## src/rtl/key_line_buffer.sv

```systemverilog
// Line-entry buffer between the keyboard decoder and the expression evaluator.
// Characters are collected with backspace editing, then replayed on ENTER over valid/ready.
module key_line_buffer #(
  parameter int DEPTH = 32,
  localparam int AW = $clog2(DEPTH)
) (
  input  logic          CLOCK_50,
  input  logic          reset,
  input  logic          key_valid,
  input  logic [7:0]    key_char,
  input  logic          key_delete,
  input  logic          key_return,
  output logic          out_valid,
  output logic [7:0]    out_char,
  output logic          out_last,
  input  logic          out_ready,
  output logic          busy,
  output logic [AW:0]   count,
  output logic [7:0]    last_char,
  output logic          overflow,
  output logic          state_dbg
);

  // Stream handshake: a character moves when out_valid && out_ready on a rising edge;
  // once raised, out_valid/out_char/out_last hold until that transfer (no retraction).

  typedef enum logic {EDIT = 1'b0, DRAIN = 1'b1} state_t;

  localparam logic [AW:0]   FULL   = (AW+1)'(DEPTH);
  localparam logic [AW:0]   ONE    = (AW+1)'(1);
  localparam logic [AW:0]   TWO    = (AW+1)'(2);
  localparam logic [AW-1:0] ADDR0  = '0;
  localparam logic [AW-1:0] RD_ONE = (AW)'(1);

  logic [7:0] buf_mem [DEPTH];

  state_t        state_q, state_d;
  logic [AW:0]   count_q, count_d;
  logic [AW-1:0] rd_ptr_q, rd_ptr_d;
  logic          out_valid_q, out_valid_d;
  logic [7:0]    out_char_q, out_char_d;
  logic          out_last_q, out_last_d;
  logic          busy_q, busy_d;
  logic [7:0]    last_char_q, last_char_d;
  logic          overflow_q, overflow_d;
  logic          wr_en;
  logic [AW:0]   del_idx;
  logic [AW-1:0] rd_nxt;
  logic          xfer;

  assign del_idx = count_q - TWO;
  assign rd_nxt  = rd_ptr_q + RD_ONE;
  assign xfer    = out_valid_q & out_ready;

  always_comb begin
    state_d     = state_q;
    count_d     = count_q;
    rd_ptr_d    = rd_ptr_q;
    out_valid_d = out_valid_q;
    out_char_d  = out_char_q;
    out_last_d  = out_last_q;
    busy_d      = busy_q;
    last_char_d = last_char_q;
    overflow_d  = overflow_q;
    wr_en       = 1'b0;
    case (state_q)
      EDIT: begin
        if (key_return) begin
          if (count_q != '0) begin
            state_d     = DRAIN;
            rd_ptr_d    = ADDR0;
            out_valid_d = 1'b1;
            busy_d      = 1'b1;
            out_char_d  = buf_mem[ADDR0];
            out_last_d  = (count_q == ONE);
          end
        end else if (key_delete) begin
          if (count_q != '0) begin
            count_d     = count_q - ONE;
            last_char_d = (count_q >= TWO) ? buf_mem[del_idx[AW-1:0]] : 8'h00;
          end
        end else if (key_valid) begin
          if (count_q == FULL) begin
            overflow_d = 1'b1;
          end else begin
            wr_en       = 1'b1;
            count_d     = count_q + ONE;
            last_char_d = key_char;
          end
        end
      end
      DRAIN: begin
        if (xfer && out_last_q) begin
          // Line fully delivered: empty the buffer; any key this cycle is ignored.
          state_d     = EDIT;
          rd_ptr_d    = ADDR0;
          out_valid_d = 1'b0;
          out_last_d  = 1'b0;
          busy_d      = 1'b0;
          count_d     = '0;
          last_char_d = 8'h00;
          overflow_d  = 1'b0;
        end else begin
          if (xfer) begin
            rd_ptr_d   = rd_nxt;
            out_char_d = buf_mem[rd_nxt];
            out_last_d = ({1'b0, rd_nxt} == (count_q - ONE));
          end
          if (key_valid) overflow_d = 1'b1;
        end
      end
      default: state_d = EDIT;
    endcase
  end

  always_ff @(posedge CLOCK_50) begin
    if (reset) begin
      state_q     <= EDIT;
      count_q     <= '0;
      rd_ptr_q    <= '0;
      out_valid_q <= 1'b0;
      out_char_q  <= 8'h00;
      out_last_q  <= 1'b0;
      busy_q      <= 1'b0;
      last_char_q <= 8'h00;
      overflow_q  <= 1'b0;
    end else begin
      state_q     <= state_d;
      count_q     <= count_d;
      rd_ptr_q    <= rd_ptr_d;
      out_valid_q <= out_valid_d;
      out_char_q  <= out_char_d;
      out_last_q  <= out_last_d;
      busy_q      <= busy_d;
      last_char_q <= last_char_d;
      overflow_q  <= overflow_d;
    end
  end

  // Buffer storage is deliberately left unreset; count_q bounds what is ever read.
  always_ff @(posedge CLOCK_50) begin
    if (wr_en) buf_mem[count_q[AW-1:0]] <= key_char;
  end

  assign out_valid = out_valid_q;
  assign out_char  = out_char_q;
  assign out_last  = out_last_q;
  assign busy      = busy_q;
  assign count     = count_q;
  assign last_char = last_char_q;
  assign overflow  = overflow_q;
  assign state_dbg = state_q;

endmodule

```

## config.mk

```make
export PLATFORM = sky130hd
export DESIGN_NAME = key_line_buffer
export DESIGN_NICKNAME = d
export VERILOG_FILES = /design/src/rtl/key_line_buffer.sv
export SDC_FILE = /design/constraint.sdc
export NUM_CORES = 1
export LEC_CHECK = 0
export ABC_CLOCK_PERIOD_IN_PS = 5500
export CORE_UTILIZATION = 65
export CTS_CLUSTER_SIZE = 8
export DETAILED_ROUTE_END_ITERATION = 6
export PLACE_DENSITY = 0.84
export RECOVER_POWER = 25
export SLEW_MARGIN = 5
export SYNTH_ARGS = -nofsm -noshare
export SYNTH_HDL_FRONTEND = slang
export SYNTH_SLANG_ARGS = --single-unit
```

## constraint.sdc

```tcl
create_clock -name CLOCK_50 -period 5.5 [get_ports CLOCK_50]
set_clock_uncertainty 0.2 [all_clocks]
set_input_delay 0.55 -clock CLOCK_50 [delete_from_list [all_inputs] [get_ports CLOCK_50]]
set_output_delay 0.55 -clock CLOCK_50 [all_outputs]
set_load 0.02 [all_outputs]
```

Word-level counts from Yosys, hierarchy flattened
Memory sizes are Yosys's and may differ from the RTL's. Index checks and enable logic that the tools add are counted.

Reductions and logical operators: 7. Order comparisons: 1. Equal/unequal tests: 17. Add/sub/neg operators: 4. Bitwise operators: 2. Multiplexer cells: 52.

Operator list (count): 2-to-1 mux 8 bit (11); 2-to-1 mux 6 bit (6); case mux 8 bit (2 select lines) (2); 2-to-1 mux 1 bit (23); 2-to-1 mux 5 bit (4); != test 2 bit, second input constant (7); case mux 6 bit (2 select lines) (1); case mux 5 bit (2 select lines) (1); AND reduction 5 bit (2); != test 3 bit, second input constant (3); case mux 1 bit (2 select lines) (4); adder 6 x 1 -> 6 bit, second input constant (1); equality test 5 x 6 -> 1 bit (1); equality test 6 x 1 -> 1 bit, second input constant (1); equality test 6 bit, second input constant (1); greater-or-equal comparator 6 x 2 -> 1 bit, second input constant (1); AND reduction 3 bit (2); nonzero test 6 bit (1); subtractor 6 x 1 -> 6 bit, second input constant (1); adder 5 x 1 -> 5 bit, second input constant (1); subtractor 5 x 2 -> 5 bit, second input constant (1); != test 2 x 1 -> 1 bit, second input constant (2); AND reduction 4 bit (1); != test 3 x 1 -> 1 bit, second input constant (1); 4 further kinds (4).

Register bits: 31. Bits of input ports: 14. RAM bits: 256. Memories kept: 1. Logic and storage cells: 92. Output and inout port bits: 27.

Memory list: buf_mem (words 32, bits a word 8, read ports 3, clocked after memory_dff 0, write ports 1, line 35) `logic [7:0] buf_mem [DEPTH];`.

Depth between registers and ports, before layout
Gate-level depths: netlist of the first run.

Depth in word-level cells: 8. Mapped depth: 13. Mapped depth without buffers: 8.

Least setup slack after synthesis of the first run
Ideal clock, no wire load.

Path kind: register to register. Start: reg count_q[0] (netlist: count[0]). End: reg last_char_q[5] (netlist: last_char[5]). Data arrival time: 3.408 ns. Clock period less this slack: 3.667 ns. Path buffers: 5. Path slack: 1.833 ns. Library setup time: 0.060 ns. Data required time: 5.240 ns. Cell stages (with the launch flop): 14. Path through: dfxtp_1 -> buf_6 -> buf_2 -> buf_2 -> clkbuf_1 -> inv_1 -> ha_1 -> nor4b_1 -> a211o_1 -> a21oi_1 -> and3_1 -> clkbuf_1 -> a21boi_0 -> a221o_1.

Cells in the longest elaborated chain, start to end: 7. Elaborated cells on any way between the ends: 13. Classes of those cells: add/sub (1); order compare (1); eq/ne (3); mux (5); reduce/logical (2); memory (1).

Ends and longest elaborated chain: start, declared (line 38) `logic [AW:0] count_q, count_d;`; start signal, assigned (line 129) `count_q <= count_d;`; subtractor 5 x 2 -> 5 bit (line 51) `assign del_idx = count_q - TWO;`; memory (32 x 8 bit); 2-to-1 mux 8 bit (line 80) `last_char_d = (count_q >= TWO) ? buf_mem[del_idx[AW-1:0]] : 8'h00;`; 2-to-1 mux 8 bit (line 78) `if (count_q != '0) begin`; 2-to-1 mux 8 bit (line 77) `end else if (key_delete) begin`; 2-to-1 mux 8 bit (line 68) `if (key_return) begin`; case mux 8 bit (2 select lines) (line 66) `case (state_q)`; end signal, assigned (line 135) `last_char_q <= last_char_d;`; end, declared (line 44) `logic [7:0] last_char_q, last_char_d;`.

Several ways; a longest one is shown, not always the timed one. The select of a mux whose other input is x is not followed. A chain may end at the register's enable or synchronous reset.

Worst setup path in the final report of the first run
Start: reg count_q[0] (netlist: count[0]). End: mem buf_mem[27][2], enable pin.

Cells in the longest elaborated chain, start to end: 8.

Ends and longest elaborated chain: equality test 6 bit (line 83) `if (count_q == FULL) begin`; 2-to-1 mux 1 bit (line 83); 2-to-1 mux 1 bit (line 82) `end else if (key_valid) begin`; 2-to-1 mux 1 bit (line 77); 2-to-1 mux 1 bit (line 68); 2-to-1 mux 1 bit (line 66); 2-to-1 mux 1 bit (line 142) `if (wr_en) buf_mem[count_q[AW-1:0]] <= key_char;`; 2-to-1 mux 1 bit (not written as such) (line 142); end, declared (line 35).

Several ways; a longest one is shown, not always the timed one.

==> results of run 1 <==
## path summary, 6_finish.rpt
kind | start | endpoint | slack, ns | cells past startpoint
worst max-delay path | count[0]$_SDFFE_PP0P_ | buf_mem[27][2]$_DFFE_PP_ | 1.56 | 6
worst min-delay path | last_char[0]$_SDFFE_PP0P_ | last_char[0]$_SDFFE_PP0P_ | 0.29 | 1
worst max register to register | count[0]$_SDFFE_PP0P_ | buf_mem[27][2]$_DFFE_PP_ | 1.56 | 6
worst min register to register | last_char[0]$_SDFFE_PP0P_ | last_char[0]$_SDFFE_PP0P_ | 0.29 | 1
## where the power goes
part | leakage, nW | internal, mW | total (mW) | switching (mW)
sequential | 2.56 | 2.45 | 2.56 | 0.115
combinational | 1.69 | 0.601 | 1.43 | 0.826
clock | 0.561 | 1.41 | 2.31 | 0.907
## per-layer routing
metal  global-route usage  vias to the layer above  part of all wire
li1                     -                     3643                 -
met1                0.521                     4552              0.34
met2                0.573                      978              0.46
met3               0.0933                      165              0.15
met4                0.181                        0             0.054
met5                    0                        -                 0
## area by class of cell
cell class                 instances  area (sq um)
clock buffer                      65          1140
fill                            1200          5400
tap                              275           344
clock inverter                     2          38.8
multi-input combinational        522          5330
timing repair buffer              49           420
inverter                           9          33.8
sequential                       287          8320
## flip-flops by register name, indices dropped and copies added (netlist names)
register	count
buf_mem	256
busy	1
count	6
last_char	8
out_char	8
out_last	1
overflow	1
rd_ptr_q	5
state_dbg	1
## critical path, cell delays in order, from the launching register on
cell	delay, ns
sky130_fd_sc_hd__dfxtp_4	0.69
sky130_fd_sc_hd__inv_1	0.28
sky130_fd_sc_hd__ha_1	0.35
sky130_fd_sc_hd__nor4b_1	0.20
sky130_fd_sc_hd__a21oi_1	0.44
sky130_fd_sc_hd__nand2_1	0.63
sky130_fd_sc_hd__nor2_1	0.75
## kinds of logic after synthesis
logic type | count (synthesis)
buffers and inverters | 76
xor gates and xnor gates | 15
DFF | 287
and+or+nand+nor | 215
AOI/OAI and AO/OA | 118
muxes | 165
adders and majority gates | 9
## cell usage after synthesis (all sizes together) (3+ instances only)
cell	number
a2111oi	10
a211oi	10
a21boi	7
a21o	3
a21oi	24
a221o	8
a311oi	11
a32oi	5
and2	18
buf	40
clkbuf	27
dfxtp	31
edfxtp	256
ha	9
inv	8
mux2	19
mux2i	29
mux4	117
nand2	62
nand2b	3
nand3	22
nand4	4
nor2	50
nor2b	15
nor3	13
nor3b	3
nor4	7
o21ai	8
o22ai	15
o311a	5
or3	11
xnor2	7
xor2	7
## metrics by stage
| stage | instance area [sq um] | hold slack, ns | std cells | setup WS [ns] |
|---|---|---|---|---|
| 6_report | 15600 | 0.293 | 1209 | 1.56 |
| 5_1_grt | 15600 | 0.321 | 1209 | 1.54 |
| 4_1_cts | 15600 | 0.291 | 1209 | 1.76 |
| 3_5_place_dp | 14500 | 0.278 | 1142 | 1.49 |
| 3_3_place_gp | 14500 | 0.273 | 1142 | 1.58 |
| 2_1_floorplan | 14000 | 0.294 | 885 | 1.83 |
==> results.txt, run 1 <==
The shortest clock period the worst path allows after layout is 3.94 ns. Parity-gate share of the synthesized area counting xor and xnor cells: 0.0104. The worst max-slew margin expressed relative to the limit was -0.358.

The first TritonRoute pass finished after 7 iterations. The via density per instance is 7.72, and the global routing usage summed across all routing layers is 0.378. The final setup violation count is 0, and the synthesis-to-layout area growth is 11.9%.

The global route total overflow was 0. The final layout contains routed wiring with a total length of 40.0 mm. The tools report the number of distinct standard cells referenced by the synthesized netlist as 56.

After synthesis, the largest family of logic cells by area is multiplexers. The final clock period utilization by the worst path is 0.717, and the insertion delay to the later sink of the worst-skew pair is 0.54 ns. TritonCTS built the clock tree. For the antenna diode count, the log shows 0. The tools report the initial core utilization as 0.664. In the layout the commonest cells are sky130_fd_sc_hd__edfxtp_1 (256), sky130_fd_sc_hd__mux4_2 (117), sky130_fd_sc_hd__nand2_1 (62).

For the post-CTS setup buffer count, the log shows 0. The worst hold path belongs to the class reg -> reg. The routed layout has 9338 vias.

The die outline height works out to 149 um. Number of antenna violations at the first check in global routing: 1. The fraction of the mapped netlist area in simple logic gates is 0.0745.

For the pin with the worst max-slew slack, the measured transition is 2.04 ns. The logs give 204 for the count of pins over their slew limit and 6.30 mW for the power consumption. The fmax came out at 254 MHz.

The complex-gate fraction of the synthesized area works out to 0.0619. After clock tree synthesis, the clock-pin slew on the worst setup and hold paths is 0.06 ns. The multiplexer share of the synthesized area came out at 0.225.

The core box area came out at 21000 sq um. For the sequential-to-total area share from yosys stat, the log shows 0.595. The worst setup path is launched from a register. Dividing the detail-routed wire length by the instance count gives 33.1 um.

The leakage dissipation is 4.81 nW. Setup repair after global routing left no endpoint under its margin. After technology mapping, the gate count stands at 885. The flow ran to the end, but the final reports show violations. Across the run, the number of max-cap violations was 6.

The initialized floorplan defines 53 standard-cell rows. The post-synthesis adder-cell area fraction was 0.00807. By area the synthesized netlist is led by sky130_fd_sc_hd__edfxtp_1 (55%), sky130_fd_sc_hd__mux4_2 (19%), sky130_fd_sc_hd__dfxtp_1 (4.4%). The number of global-route vias before repair was 9004; the number of buffers created by CTS was 41. The clock tree synthesis step divided the H-tree into 2 levels.

Post-synthesis net count: 908. By startpoint and endpoint, the worst setup path is classified as reg -> reg. The die span in x was 149 um; the global-route wire length before repair was 58.9 mm.

The biggest area contributor in the post-synthesis netlist is sky130_fd_sc_hd__edfxtp_1. The number of gates resized after CTS is 0. Detailed placement finished with a half-perimeter wire length of 25.7 mm. The run gives 0 as the number of hold violations in the final report.

Leading register cell type out of synthesis: sky130_fd_sc_hd__edfxtp_1. Port buffering added 40 buffers. In this run, post-CTS hold repair placed 0 buffers.

Leaving out fill and tap cells, the most frequent cell in the layout is sky130_fd_sc_hd__edfxtp_1. The post-synthesis register bit count works out to 287. Proportion of layout cells with a drive suffix above 1: 0.215.

At the worst endpoint, the arrival time is 3.90 ns. CTS placed an instance of sky130_fd_sc_hd__clkbuf_16 at the clock tree root. Routability-driven placement finished with a final weighted congestion of 0.947. The total power divided by cell area is 403 nW/um^2. STA classifies the critical path endpoint as a register.

The net total in the final layout is 933. The largest fanout on the critical path is 38, and the mean cell area of the mapped netlist is 15.8 sq um. The final reports fail on capacitance limit, slew limit. Entering global routing, the biggest net connects 86 pins. In the routed design, unresolved DRC markers number 0.

Once detail routing completed, the nets flagged for antenna violations numbered 0. The die covers 22100 sq um. The I/O pin count was 41; the number of warnings reported in the yosys synthesis log was 0.

CTS saw 287 sinks. The area share of the largest cell type after synthesis works out to 0.551. For the worst setup path, the data required time is 5.46 ns. In this run, synthesis inferred 256 flip-flops with an integrated enable. The final core utilization is 0.743, and the total negative slack for setup checks is 0 ns.

The logs give 0.310 mV for the highest ir drop seen on vdd and 14000 sq um for the cell area after technology mapping. The share of synthesized flip-flops with an asynchronous set or reset came out at 0. For the deepest clock path buffer count, the log shows 3. The run gives 1602 as the number of violations reported at the end of detailed-routing iteration 0.
Note: power is estimated with default switching activity, not from simulation.
==> inputs of run 2 (changes only) <==
ABC_CLOCK_PERIOD_IN_PS = 4000   (was 5500)
CORE_UTILIZATION = 62   (was 65)
PLACE_DENSITY = 0.8   (was 0.84)
clock period = 4 ns   (was 5.5 ns; I/O delays follow)
==> results.txt, run 2 (synthesis results as in run 1) <==
The footprint of the multi-input gates was 5330 sq um (unchanged); the delay contributed by the slowest stage of the critical path was 0.69 ns (-0.06 ns). The die outline height works out to 152 um (+2.4%). The total of hold buffers inserted after clock tree synthesis was 0 (unchanged). The proportion of layout cells with a drive suffix above 1 is 0.238 (+0.0231). The final routed wire length divided by cell count was 31.2 um (-5.5%); the global-route wire length before repair was 59.0 mm (+0.29%). The run gives 5.03 nW (+4.6%) as the leakage dissipation. The slew of the pin with the lowest slew margin is 1.85 ns (-0.188 ns), and the count of input and output buffers is 40 (unchanged). The final reports fail on DRC, capacitance limit, slew limit. The worst register-to-register path begins at count[0]$_SDFFE_PP0P_. Via density per instance: 7.46 (-3.4%). Category of the worst setup path launch point: a register. The run gives 0 (unchanged) as the final setup violation count. Kind of end point of the critical path: a register. The total negative slack for setup checks is 0 ns (unchanged).

The count of pins over their slew limit is 136 (-33%), and the synthesis-to-layout area growth is 14.6%. The setup path with the least slack is of type reg -> reg. For the critical path data required time, the log shows 4.26 ns (-1.20 ns). Total power divided by cell area: 548 nW/um^2 (+36%). The number of global-route vias before repair was 9184 (+2.0%); the register-to-register setup slack was 0.47 ns (-1.09 ns).

The logs give 41 (unchanged) for the I/O pin count and 0 (unchanged) for the number of gates resized after CTS. The data arrival time of the critical path was 3.79 ns (-0.11 ns). The run gives 1625 (+1.4%) as the number of violations reported at the end of detailed-routing iteration 0. The library cell used as clock root buffer was sky130_fd_sc_hd__clkbuf_16. The dominant delay contributor by cell family on the critical path was simple AND/OR/NAND/NOR gates.

The last weighted congestion value of the routability-driven placer was 1.04 (+10%); the wire length after detailed routing was 39.4 mm (-1.3%). The final routed DRC violation total was 13 (+13). Startpoint of the tightest hold check path: out_char[4]$_SDFFE_PP0P_.

The critical path goes through inv_1 -> ha_1 -> nor4b_1 -> a211o_1 -> a21oi_1 -> o21a_1 -> nor2_1 -> a221o_1. The critical path starts at count[0]$_SDFFE_PP0P_. The placement row count is 54 (+1.9%), and the insertion delay to the later sink of the worst-skew pair is 0.53 ns (about the same). The logs give 7 (unchanged) for the count of TritonRoute iterations in the first routing pass and 3 (unchanged) for the deepest clock path buffer count. The buffer and inverter count on the worst path is 1 (unchanged), and the shortest clock period the worst path allows after layout is 3.53 ns (-0.408 ns). The global routing usage summed across all routing layers is 0.351 (-0.0274). The run gives 4 (-2) as the number of maximum-capacitance violations. The via total after detailed routing was 9414 (+0.81%). The library cell used most frequently in the layout, excluding fill and tap cells, is sky130_fd_sc_hd__edfxtp_1. The number of buffers created by CTS was 41 (unchanged). The flip-flop count of the largest register, all copies and words added works out to 256 (unchanged). Number of cells on the worst reg-to-reg path: 8 (+2). The logs give 283 MHz (+12%) for the fmax and 0 (unchanged) for the number of hold violations in the final report. The tools report the post-CTS setup buffer count as 0 (unchanged).

The run gives 2 (unchanged) as the maximum level of the CTS H-tree. The post-detailed-placement half-perimeter wirelength was 25.2 mm (-1.9%). The core box area was 22000 sq um (+4.5%); the CTS clock-pin slew for the worst setup and hold paths was 0.05 ns (about the same). The global route total overflow came out at 0 (unchanged).

The flow ran to the end, but the final reports show violations. In the layout the commonest cells are sky130_fd_sc_hd__edfxtp_1 (256), sky130_fd_sc_hd__mux4_2 (117), sky130_fd_sc_hd__nand2_1 (62). The die span in x was 152 um (+2.4%). For the tightest hold margin, the log shows 0.294 ns (+0.00114 ns). Pin count of the biggest net entering global routing: 74 (-14%). The worst max-slew margin expressed relative to the limit is -0.232 (+0.125). The largest fanout on the critical path works out to 9 (-76%).

In this run the critical register-to-register path is captured at last_char[7]$_SDFFE_PP0P_. The worst hold path class was reg -> reg. The highest-delay cell along the critical path is sky130_fd_sc_hd__nor2_1.

The final clock period utilization by the worst path works out to 0.883 (+0.167). The most critical setup path has its endpoint at last_char[7]$_SDFFE_PP0P_. The tools report the antenna diode count as 0 (unchanged). The run gives 23100 sq um (+4.8%) as the overall die area. TritonCTS built the clock tree.

The run gives 0.407 mV (+31%) as the highest ir drop seen on vdd. Net total in the final layout: 973 (+4.3%). Setup repair after global routing left no endpoint under its margin. The number of stages on the worst setup path was 8 (+2). The run gives 8320 sq um (unchanged) as the total area of sequential cells. For the initial core utilization, the log shows 0.636 (-0.0283). The final antenna-violating net count is 0 (unchanged). The run gives 0 (-1) as the number of antenna violations at the first check in global routing.

The run gives 1291 (+7.6%) as the filler cell count in the final layout. Number of sinks on the clock net: 287 (unchanged).
## run 2: metrics by stage
| stage | std cells | utilization | power (mW) | instance area (sq um) | setup WS (ns) |
|---|---|---|---|---|---|
| 2_1_floorplan | 885 | - | 4.87 | 14000 | 0.333 |
| 3_3_place_gp | 1187 | 0.676 | 5.47 | 14800 | 0.703 |
| 3_5_place_dp | 1187 | 0.676 | 5.53 | 14800 | 0.658 |
| 4_1_cts | 1262 | 0.730 | 8.70 | 16000 | 0.565 |
| 5_1_grt | 1262 | 0.729 | 8.98 | 16000 | 0.436 |
| 6_report | 1262 | 0.729 | 8.77 | 16000 | 0.467 |
## run 2: cell type report
type	count	area share
sequential	287	0.520
multi-input combinational	522	0.333
clock buffer	74	0.0732
timing repair buffer	89	0.0490
tap	280	0.0219
inverter	9	0.00211
clock inverter	1	0.00102
## run 2: how the worst min path moves through the flow
stage,endpoint,slack (ns),cells after the start
6_report,out_char[4]$_SDFFE_PP0P_,0.29,2
5_1_grt,out_char[4]$_SDFFE_PP0P_,0.31,2
4_1_cts,last_char[1]$_SDFFE_PP0P_,0.29,1
3_5_place_dp,last_char[4]$_SDFFE_PP0P_,0.27,1
3_3_place_gp,last_char[1]$_SDFFE_PP0P_,0.28,1
2_1_floorplan,rd_ptr_q[1]$_SDFFE_PP0P_,0.29,2
## run 2: power breakdown
part	total, mW	switching, mW	internal, mW
registers	3.45	0.0908	3.36
clock network	3.21	1.25	1.96
logic	2.11	1.25	0.858
## run 2: tightest hold or removal path: stages, from the launching register on
cell	delay, ns
sky130_fd_sc_hd__dfxtp_1	0.30
sky130_fd_sc_hd__nor2_1	0.09
sky130_fd_sc_hd__a311oi_1	0.05
## run 2: layer usage
metal | share of wire | up-vias | wire length (um) | track usage
met4 | 0.060 | 0 | 2370 | 0.174
met1 | 0.35 | 4657 | 13800 | 0.478
met3 | 0.15 | 152 | 5720 | 0.107
met5 | 0 | - | 0 | 0
li1 | - | 3748 | - | -
met2 | 0.45 | 857 | 17600 | 0.520
==> inputs of run 3 (changes only) <==
ABC_AREA = 1   (was unset)
==> results.txt, run 3 <==
The run finished, with violations left. The final reports fail on capacitance limit, slew limit. The number of gates resized after CTS was 0 (unchanged); the global route total overflow was 0 (unchanged).

For the placement row count, the log shows 56 (+3.7%). By area the synthesized netlist is led by sky130_fd_sc_hd__edfxtp_1 (51%), sky130_fd_sc_hd__nand3_1 (11%), sky130_fd_sc_hd__nand2_1 (8.2%). The tools report the number of buffers created by CTS as 41 (unchanged). The tools report the post-route cell area as 16800 sq um (+5.0%). STA classifies the critical path endpoint as a register. The data arrival time of the critical path is 3.10 ns (-0.69 ns), and the I/O pin count is 41 (unchanged).

For the final routed DRC violation total, the log shows 0 (-13). The number of warnings reported in the yosys synthesis log came out at 0 (unchanged). The tools report the number of violations reported at the end of detailed-routing iteration 0 as 2079 (+28%).

The wire length after detailed routing came out at 45.5 mm (+15%). The critical path goes through buf_12 -> ha_1 -> nand2_1 -> nor2_1. TritonCTS built the clock tree. The CTS clock-pin slew for the worst setup and hold paths was 0.05 ns (about the same). Insertion delay to the later sink of the worst-skew pair: 0.53 ns (about the same). The area share of the largest cell type after synthesis is 0.514 (-0.0364). For the total of hold buffers inserted after clock tree synthesis, the log shows 0 (unchanged). Final clock period utilization by the worst path: 0.786 (-0.0978). The worst setup path is of the reg -> reg kind.

Ranked by instance count, the synthesized netlist is headed by sky130_fd_sc_hd__nand2_1 (328), sky130_fd_sc_hd__nand3_1 (317), sky130_fd_sc_hd__edfxtp_1 (256). The post-synthesis register bit count was 287 (unchanged). The slew of the pin with the lowest slew margin was 1.75 ns (-0.0952 ns); the worst max-slew margin expressed relative to the limit was -0.169 (+0.0635). Via density per instance: 6.36 (-15%).

The library cell used most frequently in the layout, excluding fill and tap cells, is sky130_fd_sc_hd__nand2_1. Cell with the most instances after synthesis: sky130_fd_sc_hd__nand2_1. The biggest area contributor in the post-synthesis netlist is sky130_fd_sc_hd__edfxtp_1. The mean cell area of the mapped netlist came out at 8.70 sq um (-45%). The largest fanout on the critical path is 200 (+191), and the leakage dissipation is 6.52 nW (+30%).

The maximum level of the CTS H-tree is 2 (unchanged). The slowest stage of the critical path is the sky130_fd_sc_hd__nor2_1 cell. The die span in x is 157 um (+3.4%), and the synthesis-to-layout area growth is 12.4%. Setup repair after global routing left no endpoint under its margin. The shortest clock period the worst path allows after layout was 3.14 ns (-0.391 ns); the antenna diode count was 0 (unchanged). The share of synthesized flip-flops with an asynchronous set or reset was 0 (unchanged); the count of pins over their slew limit was 63 (-54%). The count of input and output buffers came out at 40 (unchanged). The worst hold path belongs to the class reg -> reg. The flip-flop count of the largest register, all copies and words added was 256 (unchanged); the critical path data required time was 3.95 ns (-0.31 ns). The tools report the net total in the final layout as 1760 (+81%).

STA classifies the critical path startpoint as a register. The final setup violation count came out at 0 (unchanged). The number of hold violations in the final report is 0 (unchanged), and the post-placement cell area is 15700 sq um (+5.6%). The delay contributed by the slowest stage of the critical path came out at 0.66 ns (-0.03 ns).

The number of sinks on the clock net is 287 (unchanged). Library cell used as clock root buffer: sky130_fd_sc_hd__clkbuf_16. The pin count of the biggest net entering global routing was 201 (+170%). The core box area was 23500 sq um (+7.2%); the post-synthesis net count was 1741 (+92%).

Count of TritonRoute iterations in the first routing pass: 6 (-1). Cell count after synthesis: 1718 (+94%). The die outline height was 157 um (+3.4%); the proportion of layout cells with a drive suffix above 1 was 0.0621 (-0.176).

The post-detailed-placement half-perimeter wirelength came out at 27.4 mm (+8.8%). The final routed wire length divided by cell count works out to 22.0 um (-30%). In the synthesized netlist the dominant register cell turns out to be sky130_fd_sc_hd__edfxtp_1.

The number of maximum-capacitance violations came out at 2 (-2). The number of distinct standard cells referenced by the synthesized netlist was 34 (-39%). The post-CTS setup buffer count was 0 (unchanged); the initial core utilization was 0.635 (-0.000796).

Highest ir drop seen on vdd: 0.611 mV (+50%). The logs give 15000 sq um (+7.1%) for the cell area after technology mapping and 3 (unchanged) for the deepest clock path buffer count. The run gives 0.372 (+0.0211) as the global routing usage summed across all routing layers. The number of global-route vias before repair was 11900 (+29%). The last weighted congestion value of the routability-driven placer was 0.962 (-7.8%). The global-route wire length before repair was 67.5 mm (+14%).

Number of antenna violations at the first check in global routing: 0 (unchanged). The sequential-to-total area share from yosys stat was 0.556 (-0.0393); the total negative slack for setup checks was 0 ns (unchanged). The library cells used most frequently in the layout, excluding fill and tap cells, are sky130_fd_sc_hd__nand2_1 (328), sky130_fd_sc_hd__nand3_1 (317), sky130_fd_sc_hd__edfxtp_1 (256). The overall die area is 24700 sq um (+7.0%). Number of flops mapped to enable cells by yosys: 256 (unchanged).

The via total after detailed routing was 13200 (+40%); the total power divided by cell area was 810 nW/um^2 (+48%). The fmax is 318 MHz (+12%). Final antenna-violating net count: 0 (unchanged).
==> run 3: cell type report <==
type,instances,area [sq um]
repair buffers,92,822
well taps,319,399
multi-input cells,1096,5300
flip-flops and latches,287,8320
fillers,1768,6740
inverters,219,822
clock inverters,1,8.76
clock buffers,59,1140
==> run 3: metal layers <==
metal,part of all wire,routed length [um],vias to the layer above,global-route usage
li1,-,-,5911,-
met1,0.36,16600,6100,0.497
met2,0.46,21000,1002,0.586
met3,0.13,5910,165,0.0829
met4,0.044,2020,0,0.159
met5,0,0,-,0
==> run 3: worst paths after layout <==
path,from,to,slack [ns],cells after the start
setup / recovery,count[0]$_SDFFE_PP0P_,buf_mem[23][3]$_DFFE_PP_,0.86,4
hold / removal,last_char[7]$_SDFFE_PP0P_,last_char[7]$_SDFFE_PP0P_,0.26,2
setup reg to reg,count[0]$_SDFFE_PP0P_,buf_mem[23][3]$_DFFE_PP_,0.86,4
hold reg to reg,last_char[7]$_SDFFE_PP0P_,last_char[7]$_SDFFE_PP0P_,0.26,2
==> run 3: cells by family (layout without fill, tap and decap cells) <==
| family | after synthesis | after routing | synth area share |
|---|---|---|---|
| AOI/OAI and AO/OA | 372 | 372 | 0.132 |
| xor gates and xnor gates | 12 | 12 | 0.00929 |
| adders and majority gates | 9 | 9 | 0.00753 |
| buffers and inverters | 335 | 371 | 0.0908 |
| DFF | 287 | 287 | 0.556 |
| and+or+nand+nor | 703 | 703 | 0.205 |
==> run 3: power breakdown <==
part	switching (mW)	total (mW)	internal, mW
logic	4.86	6.88	2.02
clock network	1.23	3.17	1.93
registers	0.140	3.56	3.42
total	6.23	13.6	7.38
==> run 3: critical path, delay by kind of cell, from the launching register on <==
kind,cells,cell delay [ns]
adder cells (fa/ha/maj),1,0.36
buffers and inverters,1,0.45
flip-flops,1,0.36
AND/OR/NAND/NOR,2,1.02
==> run 3: stage by stage <==
stage	hold WS (ns)	util	power [mW]	instances	setup slack (ns)
2_1_floorplan	0.257	-	8.05	1718	1.24
3_3_place_gp	0.254	0.666	10.1	2013	0.830
3_5_place_dp	0.257	0.666	10.2	2013	0.757
4_1_cts	0.266	0.714	13.3	2073	1.01
5_1_grt	0.294	0.714	14.1	2073	0.886
6_report	0.263	0.714	13.6	2073	0.858
